### src/rtl/mem_wb_if.sv
// MEM/WB write-back bus: memory-stage inputs, pipeline control, register-file
// write port, retirement count and decode-stage operand bypass.
interface mem_wb_if #(
    parameter int DATA_W = 32,
    parameter int CNT_W  = 32
);
    logic              stall;
    logic              flush;
    logic              mem_valid;
    logic              mem_regwrite;
    logic              mem_memtoreg;
    logic [4:0]        mem_rd;
    logic [DATA_W-1:0] mem_aluresult;
    logic [DATA_W-1:0] mem_readdata;
    logic [4:0]        dec_rs;
    logic [4:0]        dec_rt;
    logic [DATA_W-1:0] dec_a_in;
    logic [DATA_W-1:0] dec_b_in;
    logic              regwrite;
    logic [4:0]        rd;
    logic [DATA_W-1:0] writedata;
    logic              wb_valid;
    logic [CNT_W-1:0]  retired_count;
    logic [DATA_W-1:0] dec_a_out;
    logic [DATA_W-1:0] dec_b_out;

    modport master (
        output stall, flush, mem_valid, mem_regwrite, mem_memtoreg, mem_rd,
               mem_aluresult, mem_readdata, dec_rs, dec_rt, dec_a_in, dec_b_in,
        input  regwrite, rd, writedata, wb_valid, retired_count, dec_a_out, dec_b_out
    );

    modport slave (
        input  stall, flush, mem_valid, mem_regwrite, mem_memtoreg, mem_rd,
               mem_aluresult, mem_readdata, dec_rs, dec_rt, dec_a_in, dec_b_in,
        output regwrite, rd, writedata, wb_valid, retired_count, dec_a_out, dec_b_out
    );
endinterface

### src/rtl/mem_wb_writeback.sv
// MEM/WB pipeline register and register-file write port with single-write/single-count under stall.
// Optional feature: define WB_BYPASS_EN to forward the value being written to the decode operands.
module mem_wb_writeback #(
    parameter int DATA_W = 32,
    parameter int CNT_W  = 32
) (
    input  logic    clk,
    input  logic    rst,
    mem_wb_if.slave bus
);
    logic              wb_valid_q,    wb_valid_d;
    logic              wb_regwrite_q, wb_regwrite_d;
    logic [4:0]        rd_q,          rd_d;
    logic [DATA_W-1:0] writedata_q,   writedata_d;
    logic              done_q,        done_d;
    logic [CNT_W-1:0]  retired_count_q, retired_count_d;
    logic              retire;
    logic              regwrite;

    // done marks that the held instruction already wrote and was counted
    assign retire   = wb_valid_q & ~done_q;
    assign regwrite = wb_valid_q & wb_regwrite_q & (rd_q != 5'd0) & ~done_q;

    always_comb begin
        wb_valid_d      = wb_valid_q;
        wb_regwrite_d   = wb_regwrite_q;
        rd_d            = rd_q;
        writedata_d     = writedata_q;
        done_d          = done_q;
        retired_count_d = retired_count_q + {{(CNT_W-1){1'b0}}, retire};
        if (bus.flush) begin
            wb_valid_d = 1'b0;
            done_d     = 1'b0;
        end else if (bus.stall) begin
            if (wb_valid_q) done_d = 1'b1;
        end else begin
            wb_valid_d    = bus.mem_valid;
            wb_regwrite_d = bus.mem_regwrite;
            rd_d          = bus.mem_rd;
            writedata_d   = bus.mem_memtoreg ? bus.mem_readdata : bus.mem_aluresult;
            done_d        = 1'b0;
        end
    end

    always_ff @(posedge clk or negedge rst) begin
        if (!rst) begin
            wb_valid_q      <= 1'b0;
            wb_regwrite_q   <= 1'b0;
            rd_q            <= 5'd0;
            writedata_q     <= '0;
            done_q          <= 1'b0;
            retired_count_q <= '0;
        end else begin
            wb_valid_q      <= wb_valid_d;
            wb_regwrite_q   <= wb_regwrite_d;
            rd_q            <= rd_d;
            writedata_q     <= writedata_d;
            done_q          <= done_d;
            retired_count_q <= retired_count_d;
        end
    end

    assign bus.regwrite      = regwrite;
    assign bus.rd            = rd_q;
    assign bus.writedata     = writedata_q;
    assign bus.wb_valid      = wb_valid_q;
    assign bus.retired_count = retired_count_q;

`ifdef WB_BYPASS_EN
    assign bus.dec_a_out = (regwrite && rd_q == bus.dec_rs) ? writedata_q : bus.dec_a_in;
    assign bus.dec_b_out = (regwrite && rd_q == bus.dec_rt) ? writedata_q : bus.dec_b_in;
`else
    logic unused_dec;
    assign unused_dec    = ^{bus.dec_rs, bus.dec_rt};
    assign bus.dec_a_out = bus.dec_a_in;
    assign bus.dec_b_out = bus.dec_b_in;
`endif
endmodule

### src/flat_wrapper.sv
// flat-port wrapper written by rule: the top's interface ports become plain ports
module mem_wb_writeback_flat 
#(
    parameter int DATA_W = 32,
    parameter int CNT_W  = 32
)
  (clk, rst, bus_stall, bus_flush, bus_mem_valid, bus_mem_regwrite, bus_mem_memtoreg, bus_mem_rd, bus_mem_aluresult, bus_mem_readdata, bus_dec_rs, bus_dec_rt, bus_dec_a_in, bus_dec_b_in, bus_regwrite, bus_rd, bus_writedata, bus_wb_valid, bus_retired_count, bus_dec_a_out, bus_dec_b_out);
  mem_wb_if #(.DATA_W(DATA_W), .CNT_W(CNT_W)) bus_i ();
  input  logic clk;
  input  logic rst;
  input wire logic [$bits(bus_i.stall)-1:0] bus_stall;
  input wire logic [$bits(bus_i.flush)-1:0] bus_flush;
  input wire logic [$bits(bus_i.mem_valid)-1:0] bus_mem_valid;
  input wire logic [$bits(bus_i.mem_regwrite)-1:0] bus_mem_regwrite;
  input wire logic [$bits(bus_i.mem_memtoreg)-1:0] bus_mem_memtoreg;
  input wire logic [$bits(bus_i.mem_rd)-1:0] bus_mem_rd;
  input wire logic [$bits(bus_i.mem_aluresult)-1:0] bus_mem_aluresult;
  input wire logic [$bits(bus_i.mem_readdata)-1:0] bus_mem_readdata;
  input wire logic [$bits(bus_i.dec_rs)-1:0] bus_dec_rs;
  input wire logic [$bits(bus_i.dec_rt)-1:0] bus_dec_rt;
  input wire logic [$bits(bus_i.dec_a_in)-1:0] bus_dec_a_in;
  input wire logic [$bits(bus_i.dec_b_in)-1:0] bus_dec_b_in;
  output wire logic [$bits(bus_i.regwrite)-1:0] bus_regwrite;
  output wire logic [$bits(bus_i.rd)-1:0] bus_rd;
  output wire logic [$bits(bus_i.writedata)-1:0] bus_writedata;
  output wire logic [$bits(bus_i.wb_valid)-1:0] bus_wb_valid;
  output wire logic [$bits(bus_i.retired_count)-1:0] bus_retired_count;
  output wire logic [$bits(bus_i.dec_a_out)-1:0] bus_dec_a_out;
  output wire logic [$bits(bus_i.dec_b_out)-1:0] bus_dec_b_out;
  assign bus_i.stall = bus_stall;
  assign bus_i.flush = bus_flush;
  assign bus_i.mem_valid = bus_mem_valid;
  assign bus_i.mem_regwrite = bus_mem_regwrite;
  assign bus_i.mem_memtoreg = bus_mem_memtoreg;
  assign bus_i.mem_rd = bus_mem_rd;
  assign bus_i.mem_aluresult = bus_mem_aluresult;
  assign bus_i.mem_readdata = bus_mem_readdata;
  assign bus_i.dec_rs = bus_dec_rs;
  assign bus_i.dec_rt = bus_dec_rt;
  assign bus_i.dec_a_in = bus_dec_a_in;
  assign bus_i.dec_b_in = bus_dec_b_in;
  assign bus_regwrite = bus_i.regwrite;
  assign bus_rd = bus_i.rd;
  assign bus_writedata = bus_i.writedata;
  assign bus_wb_valid = bus_i.wb_valid;
  assign bus_retired_count = bus_i.retired_count;
  assign bus_dec_a_out = bus_i.dec_a_out;
  assign bus_dec_b_out = bus_i.dec_b_out;
  mem_wb_writeback #(.DATA_W(DATA_W), .CNT_W(CNT_W)) u_core (.clk(clk), .rst(rst), .bus(bus_i));
endmodule
### config.mk
export PLATFORM = sky130hd
export DESIGN_NAME = mem_wb_writeback_flat
export DESIGN_NICKNAME = d
export VERILOG_FILES = /design/src/rtl/mem_wb_if.sv /design/src/rtl/mem_wb_writeback.sv /design/src/flat_wrapper.sv
export SDC_FILE = /design/constraint.sdc
export NUM_CORES = 1
export LEC_CHECK = 0
export CAP_MARGIN = 40
export CORE_AREA = 2 2 112 114
export DETAILED_ROUTE_END_ITERATION = 10
export DIE_AREA = 0 0 114 116
export PLACE_DENSITY_LB_ADDON = 0.3
export REMOVE_ABC_BUFFERS = 1
export SLEW_MARGIN = 20
export SYNTH_ARGS = -nofsm -noshare
export SYNTH_HDL_FRONTEND = slang
export SYNTH_SLANG_ARGS = --single-unit
export TNS_END_PERCENT = 30
### constraint.sdc
create_clock -name clk -period 2.6 [get_ports clk]
set_input_delay 0.39 -clock clk [delete_from_list [all_inputs] [get_ports clk]]
set_output_delay 0.39 -clock clk [all_outputs]
set_load 0.01 [all_outputs]
==> flow_metrics.tcl <==
set metrics [dict create \
    insertion_delay_ps 330 \
    synth_cells 353 \
    p_clk_share_pct 38.7 \
    async_reset_ff_share_pct 100 \
    cts-buffers-inserted 9 \
    synth_area_sq_um 3750 \
    yosysWarnings 0 \
    tns_ps 0 \
    skew_ps 3.92 \
    path_class "flip-flop to output pin" \
    min_period_over_period_pct 81.7 \
    cts.clk_slew.worst_paths_ps 50 \
    cts.sink_count 72 \
    avgRoutedWirePerCell_um 19.9 \
    cp_max_fo 4 \
    fmax_mhz 471 \
    vias 2790 \
    seq_area_frac_synth_pct 48.0 \
    core_sq_um 11900 \
    rsz0062_at_grt "false" \
    met1_usage_pct 24.3 \
    grtUsageTotal_pct 18.1 \
    synth.avg_cell_area_sq_um 10.6 \
    final_nets 594 \
    crit_arrival_ps 1730 \
    grt_max_degree 51 \
    n_antenna_cell 0 \
    cp_top_family "buffers and inverters" \
    switching_share_pct 25.0 \
    register_area_sq_um 1800 \
    cts_setup_buffers 0 \
    switching_power_mw 0.815 \
    p_per_area_nw_per_um2 622 \
    drt_iter0_drc 151 \
    crit_path_start_kind "flip-flop" \
    clockBufferDepth 2 \
    final-setup-viol-count 0 \
    hpwlAfterDp_um 9360 \
    slew_viol_final 0 \
    h-tree-depth 3 \
    endpoint_kind "output pin" \
    multiInputGateArea_sq_um 1420 \
    drc_errors 0 \
    die_w_um 114 \
    portBuffers 146 \
    drt_first_pass_iters 7 \
    final_antenna_net_count 0 \
    sequentialPowerShare_pct 41.6 \
    postPlaceCellArea_sq_um 4920 \
    grt.busiest_layer "met1" \
    syn2layout_area_growth_pct 39.7 \
    cp_slowest_stage_delay_ps 560 \
    gp_congestion 0.774 \
    hold_class "flip-flop to flip-flop" \
    crit_required_ps 2210 \
    max_slew_margin_pct 50.8 \
    grt_use_met3_pct 12.3 \
    antenna_found_initial 0 \
    vias_per_cell 4.71 \
    p_comb_share_pct 19.7 \
    stdcell_count 592 \
    worst_pin_slew_ps 738 \
    drive_gt1_share_pct 8.76 \
    ys.flop_type "dfrtp_1" \
    path_cells "nor2b_1 -> buf_4 -> nand2_1 -> a21oi_1 -> clkdlybuf4s50_1" \
    wl_um 11800 \
    ir_drop_mv 0.232 \
    synth_cell_type_count 29 \
    floorplan.rows 40 \
    critPathBufInv 2 \
    outcome "complete, no violations" \
    fp.dieArea_sq_um 13200 \
    fillCellCount 1156 \
    cts_tree "done" \
    dp_cells 576 \
    first_global_vias 2844 \
    ios 285 \
    leakage_nw 2.32 \
    design_area_sq_um 5240 \
    crit_path_top_delay_cell "clkdlybuf4s50_1" \
    synth-seq-cells 72 \
    drv_cap 0 \
    final-hold-violation-count 0 \
    grt_first_pass_wirelength_um 17400 \
    p_int_mw 2.44 \
    die_h_um 116 \
    mostFrequentLayoutCells "clkdlybuf4s50_1 (144), dfrtp_1 (72), nand2_1 (46)" \
    grt_overflow 0 \
    met2_usage_pct 22.5 \
    initial_utilization_pct 31.5 \
    root_buffer "clkbuf_16" \
    period_minus_slack_ps 2120 \
    synth_edf_count 0 \
    final_common_cell "clkdlybuf4s50_1" \
]
-- power groups by stage --
stage / clock network (mW) / registers, mW / logic [mW]
2_1_floorplan: 0 / 1.41 / 0.133
3_3_place_gp: 0 / 1.37 / 0.641
3_5_place_dp: 0 / 1.37 / 0.650
4_1_cts: 1.29 / 1.36 / 0.654
5_1_grt: 1.35 / 1.37 / 0.700
6_report: 1.26 / 1.35 / 0.644
-- worst paths after layout --
path / from / to / slack, ps / depth (start not counted)
worst max register to register: u_core.bus.wb_valid / u_core.bus.retired_count[24] / 570 / 8
worst min-delay path: u_core.bus.writedata[1] / u_core.bus.writedata[1] / 480 / 2
worst min register to register: u_core.bus.writedata[1] / u_core.bus.writedata[1] / 480 / 2
worst max-delay path: u_core.bus.wb_valid / bus_regwrite / 480 / 5
max in group asynchronous: rst / u_core.bus.writedata[31] / 1540 / 3
min in group asynchronous: rst / u_core.bus.retired_count[21] / 510 / 2
-- state kept, by name (all words and copies together) (netlist names) --
name,count
u_core.bus.rd,5
u_core.bus.retired_count,32
u_core.bus.wb_valid,1
u_core.bus.writedata,32
u_core.done_q,1
u_core.wb_regwrite_q,1
-- worst register-to-register path: stages, from the launching register on --
cell     delay, ps
dfrtp_1        380
nor2b_1        150
buf_4          140
ha_1           170
ha_1           210
nand2_1        100
or3_4          390
nor4_2         250
xor2_1         170
-- area by class of cell --
class,count,share of cell area (%)
Clock inverter,3,0.764
Multi-Input combinational cell,204,27.0
Tap cell,147,3.51
Clock buffer,12,5.09
Inverter,1,0.0716
Sequential cell,72,34.4
Timing Repair Buffer,153,29.2
-- synthesized netlist by cell type, types with 2 or more instances --
| master | count | area share (%) |
|---|---|---|
| dfrtp_1 | 72 | 48 |
| buf_4 | 64 | 13 |
| nand2_1 | 46 | 4.6 |
| mux2i_1 | 33 | 8.8 |
| o21ai_0 | 32 | 4.3 |
| xnor2_1 | 19 | 4.4 |
| nand4_1 | 12 | 2.0 |
| xor2_1 | 11 | 2.6 |
| clkbuf_1 | 9 | 0.90 |
| nand3_1 | 7 | 0.93 |
| nor2_1 | 7 | 0.70 |
| nor3_1 | 7 | 0.93 |
| mux2_2 | 6 | 1.8 |
| and4_1 | 4 | 0.93 |
| and3_1 | 3 | 0.50 |
| buf_2 | 3 | 0.40 |
| ha_1 | 3 | 1.0 |
| nor4_4 | 3 | 1.7 |
| nand3_2 | 2 | 0.53 |
-- timing repair --
action                                 CTS  global route
hold buffers                             1             0
endpoints found under the hold margin   22             0
resized for setup                        0             0
-- routing by layer --
| metal | vias up | wire, um |
|---|---|---|
| met2 | 205 | 4420 |
| met5 | - | 0 |
| met4 | 0 | 63 |
| met1 | 1268 | 5450 |
| li1 | 1308 | - |
| met3 | 9 | 1820 |
-- metrics by stage --
stage / hold WS [ps] / setup slack (ps) / utilization (%) / power [mW]
floorplan: 94.4 / 674 / - / 1.55
global placement: 462 / 628 / 41.1 / 2.01
detailed placement: 322 / 557 / 41.3 / 2.02
CTS: 481 / 416 / 44.0 / 3.30
global route: 503 / 351 / 44.0 / 3.42
finish: 477 / 477 / 44.0 / 3.26
-- cell families after synthesis --
logic type	synth area share (%)
flip-flops	48.0
buffers and inverters	14.2
AO/OA/AOI/OAI	4.40
XOR/XNOR	7.01
adder cells (fa/ha/maj)	1.00
multiplexers	10.6
AND/OR/NAND/NOR	14.7
Power figures use the tool's default switching activity.
